$ cat config.mk
export PLATFORM = sky130hd
export DESIGN_NAME = debounce_array
export DESIGN_NICKNAME = d
export VERILOG_FILES = /design/src/rtl/debounce_array.sv
export SDC_FILE = /design/constraint.sdc
export NUM_CORES = 1
export LEC_CHECK = 0
export ABC_AREA = 1
export CORE_ASPECT_RATIO = 1.25
export CORE_UTILIZATION = 55
export DETAILED_ROUTE_END_ITERATION = 6
export PLACE_DENSITY = 0.86
export SLEW_MARGIN = 15
export SYNTH_ARGS = -nofsm -noshare
export SYNTH_HDL_FRONTEND = slang
export SYNTH_SLANG_ARGS = --single-unit
$ cat constraint.sdc
create_clock -name clk_i -period 1.9 [get_ports clk_i]
set_clock_uncertainty 0.05 [all_clocks]
set_input_delay 0.475 -clock clk_i [delete_from_list [all_inputs] [get_ports clk_i]]
set_output_delay 0.475 -clock clk_i [all_outputs]
set_load 0.1 [all_outputs]
$ cat src/rtl/debounce_array.sv
// Multi-channel inertial-delay debouncer with input synchronisers, separate
// rise/fall hold times, registered edge pulses and sticky change flags.
module debounce_array #(
  parameter int CHANNELS    = 8,
  parameter int CNT_WIDTH   = 8,
  parameter int RISE_THRESH = 10,
  parameter int FALL_THRESH = 4,
  parameter int SYNC_STAGES = 2,
  parameter bit RESET_LEVEL = 1'b0
) (
  input  logic                clk_i,
  input  logic                rst_i,
  input  logic [CHANNELS-1:0] sig_in_i,
  input  logic [CHANNELS-1:0] clr_event_i,
  output logic [CHANNELS-1:0] sig_out_o,
  output logic [CHANNELS-1:0] rise_pulse_o,
  output logic [CHANNELS-1:0] fall_pulse_o,
  output logic [CHANNELS-1:0] event_flag_o
);

  localparam logic [CNT_WIDTH-1:0] RISE_LAST = CNT_WIDTH'(RISE_THRESH - 1);
  localparam logic [CNT_WIDTH-1:0] FALL_LAST = CNT_WIDTH'(FALL_THRESH - 1);

  logic [CHANNELS-1:0]  sync_q [SYNC_STAGES];
  logic [CHANNELS-1:0]  sync_s;
  logic [CNT_WIDTH-1:0] cnt_q  [CHANNELS];
  logic [CNT_WIDTH-1:0] cnt_d  [CHANNELS];
  logic [CHANNELS-1:0]  sig_out_q, sig_out_d;
  logic [CHANNELS-1:0]  rise_q, rise_d;
  logic [CHANNELS-1:0]  fall_q, fall_d;
  logic [CHANNELS-1:0]  flag_q, flag_d;

  assign sync_s = sync_q[SYNC_STAGES-1];

  always_ff @(posedge clk_i) begin
    if (rst_i) begin
      for (int k = 0; k < SYNC_STAGES; k++) begin
        sync_q[k] <= {CHANNELS{RESET_LEVEL}};
      end
    end else begin
      sync_q[0] <= sig_in_i;
      for (int k = 1; k < SYNC_STAGES; k++) begin
        sync_q[k] <= sync_q[k-1];
      end
    end
  end

  // The hold threshold follows the level the synced input is trying to reach.
  always_comb begin
    sig_out_d = sig_out_q;
    rise_d    = '0;
    fall_d    = '0;
    for (int i = 0; i < CHANNELS; i++) begin
      cnt_d[i] = '0;
      if (sync_s[i] == sig_out_q[i]) begin
        cnt_d[i] = '0;
      end else if (cnt_q[i] == (sync_s[i] ? RISE_LAST : FALL_LAST)) begin
        sig_out_d[i] = sync_s[i];
        rise_d[i]    = sync_s[i];
        fall_d[i]    = ~sync_s[i];
      end else begin
        cnt_d[i] = cnt_q[i] + CNT_WIDTH'(1);
      end
    end
    flag_d = (flag_q & ~clr_event_i) | rise_d | fall_d;
  end

  always_ff @(posedge clk_i) begin
    if (rst_i) begin
      for (int i = 0; i < CHANNELS; i++) begin
        cnt_q[i] <= '0;
      end
      sig_out_q <= {CHANNELS{RESET_LEVEL}};
      rise_q    <= '0;
      fall_q    <= '0;
      flag_q    <= '0;
    end else begin
      cnt_q     <= cnt_d;
      sig_out_q <= sig_out_d;
      rise_q    <= rise_d;
      fall_q    <= fall_d;
      flag_q    <= flag_d;
    end
  end

  assign sig_out_o    = sig_out_q;
  assign rise_pulse_o = rise_q;
  assign fall_pulse_o = fall_q;
  assign event_flag_o = flag_q;

endmodule

==> key figures <==
Route
  • Vias after detailed routing: 3846
  • DRC: 5
  • DR pass1 iterations: 7
  • Total routed wirelength: 8530 um
  • Via density: ~5
  • Post-route ant nets: 0
  • Avg WL per Cell: around 11 um
  • Detailed router's first-iteration violation count: 194

Floorplanning
  • Ports: 50
  • Core Footprint: 8290 um2
  • Row count: 37
  • Starting Density: 56.8%
  • Die Width: about 85 um
  • Die Height: between 100 and 150 um
  • Die Area: around 8900 um2

Critical path
  • CP max-delay cell: dfxtp_1
  • Critical Path RT: roughly 1400 ps
  • Crit-path max cell delay: approximately 450 ps
  • Kind of critical path: flop to output port
  • Critical Path Fanout Max: 4
  • Top delay family on crit path: flip-flops
  • Critical path endpoint category: output port
  • Setup crit start kind: flop
  • Buf/Inv on CP: 1
  • Cells along the critical path: buf_12
  • Data arrival time of the worst path: ~1000 ps

Placed design
  • Pre-CTS WS: ~22 ps
  • HPWL after detailed placement: 6520 um
  • Routability Congestion: ~0.8
  • DP Area: between 5000 and 6000 um2
  • PortBufs: between 40 and 50

Min path
  • Hold WC Path Type: flop to flop

Yosys
  • Post-synthesis cell count: 615
  • Synth unique cells: 24
  • Post-synthesis async set-or-reset flop share: 0%
  • Post-synth top area cell: dfxtp_1
  • Cell area after synthesis: about 4700 um2
  • Mapped Nets: 641
  • Synth area leaders: dfxtp_1 48%, nor2_1 8.9%, inv_1 7.9%, nand2_1 7.7%, nand3_1 5.6%
  • Synth warn: 0
  • Syn Area/Cell: around 7.6 um2
  • Synth top area share: between 40% and 50%
  • Post-synthesis sequential area ratio: about 48%
  • #FFs+latches synth: ~110
  • Most used DFF post-synth: dfxtp_1
  • Post-synth EDFFs: 0

Final layout
  • Fin nets: between 600 and 700
  • P&R area growth vs syn: 23.8%
  • Fillers: roughly 600
  • Layout cells sized above 1: approximately 16%
  • Post-route cell area: 5830 um2
  • Antenna cells: 0

Flow run
  • Total of max-cap violations: 0

STA
  • RSZ-0062 raised after global routing: no
  • Final setup fails: 0
  • Total negative slack: 0 ps
  • Fin crit share: between 80 and 90%
  • Final Hold Fails: 0
  • Final Worst Setup Slack: about 360 ps
  • Fmax: between 0.6 and 0.7 GHz
  • Period minus WS final: between 1500 and 2000 ps
  • Slew Viols, Final: 0
  • Actual slew at the worst max-slew pin: approximately 280 ps
  • Slew headroom: 81.5%

Clock network
  • Clock-pin transition on the worst setup and hold timing paths: 100 ps
  • H-tree levels: 3
  • Post-CTS Setup Bufs: 0
  • Clock sinks: roughly 110
  • Root buf cell: clkbuf_8
  • CTS max path bufs: 2
  • Number of hold buffers added after CTS: 0
  • Worst-skew pair later-pin latency: roughly 360 ps
  • Clock buffer count from CTS: 9
  • CTS tree: built
  • Resized Gates After CTS: 0

Pwr
  • Power Density: 673 nW/um2
  • Peak supply drop: 0.480 mV
  • Leakage: 0.00233 uW

Global routing
  • Grt ovf: 0
  • Vias in the first global route: ~3700
  • GRT Total Usage: around 21%
  • Largest net degree at the start of global routing: 33
  • First-pass GRT wire length: about 15000 um
  • Initial antenna violation count: 0

Run status
  • Status: complete, but fails checks
  • Failing checks: design-rule violations
==> registers in the layout (all words and copies together), names as in the netlist <==
register / cells
sig_out_o: 8
cnt_q: 64
event_flag_o: 8
rise_pulse_o: 8
sync_q: 16
fall_pulse_o: 8
==> synth_stat cells (7+ instances only) <==
| cell type | count |
|---|---|
| dfxtp_1 | 112 |
| nor2_1 | 111 |
| a21oi_1 | 22 |
| nor3_1 | 8 |
| ha_1 | 8 |
| nand2_1 | 97 |
| nand4_1 | 8 |
| nand2_2 | 12 |
| xnor2_1 | 9 |
| nor3_2 | 10 |
| inv_1 | 99 |
| xor2_1 | 13 |
| inv_2 | 10 |
| nor2_2 | 10 |
| nand3_1 | 53 |
| nand3_2 | 7 |
| o31ai_1 | 7 |
==> power breakdown <==
| part | leakage, uW | total [uW] | internal, uW | switching [uW] |
|---|---|---|---|---|
| Combinational | 0.00132 | 128 | 58.0 | 69.7 |
| Sequential | 0.000906 | 2380 | 2370 | 14.4 |
| Clock | 0.0000989 | 1410 | 650 | 760 |
==> final timing paths <==
check / startpoint / endpoint / slack (ps) / cells past startpoint
worst min-delay path: sync_q[0][3] / sync_q[0][11] / 350 / 2
worst min register to register: sync_q[0][3] / sync_q[0][11] / 350 / 2
worst max-delay path: sig_out_o[7] / sig_out_o[7] / 360 / 1
worst max register to register: cnt_q[17] / cnt_q[22] / 610 / 7
==> through the flow <==
| step | cells | util (%) | hold slack (ps) | total power, uW |
|---|---|---|---|---|
| after floorplan | 615 | - | 338 | 2500 |
| after global placement | 757 | 67.8 | 340 | 2560 |
| after detailed placement | 757 | 67.8 | 343 | 2560 |
| after CTS | 773 | 70.3 | 347 | 3960 |
| after global routing | 773 | 70.3 | 371 | 4070 |
| final | 773 | 70.3 | 352 | 3920 |
==> layout by cell type (no fill, tap or decap), drive strengths merged <==
cell type        n
a21oi           26
buf             33
bufinv           1
clkbuf          10
clkdlybuf4s50   17
clkinv           2
clkinvlp         2
dfxtp          112
ha               8
inv            110
nand2          113
nand3           60
nand3b           3
nand4            8
nor2           121
nor3            18
o21ai            3
o31ai            7
xnor2            9
xor2            13
==> per-layer routing <==
metal	part of all wire [%]	track usage (%)
met5	0	0
met4	1.0	7.02
met2	54	39.8
met1	42	22.0
met3	3.3	3.60
==> area by class of cell <==
| cell class | count | area, um2 | share of cell area (%) |
|---|---|---|---|
| Sequential cell | 112 | 2240 | 38.5 |
| Inverter | 109 | 409 | 7.02 |
| Multi-Input combinational cell | 389 | 2020 | 34.6 |
| Clock inverter | 6 | 67.6 | 1.16 |
| Clock buffer | 10 | 138 | 2.36 |
| Tap cell | 97 | 121 | 2.08 |
| Timing Repair Buffer | 50 | 831 | 14.3 |
==> logic make-up after synthesis <==
group                    Yosys count  share of synthesized area [%]
AO/OA/AOI/OAI                     36                           4.52
AND/OR/NAND/NOR                  323                           32.1
flip-flops                       112                           47.7
adder cells (fa/ha/maj)            8                           2.13
XOR/XNOR                          22                           4.10
buffers and inverters            114                           9.47
(Power assumes the default switching activity.)
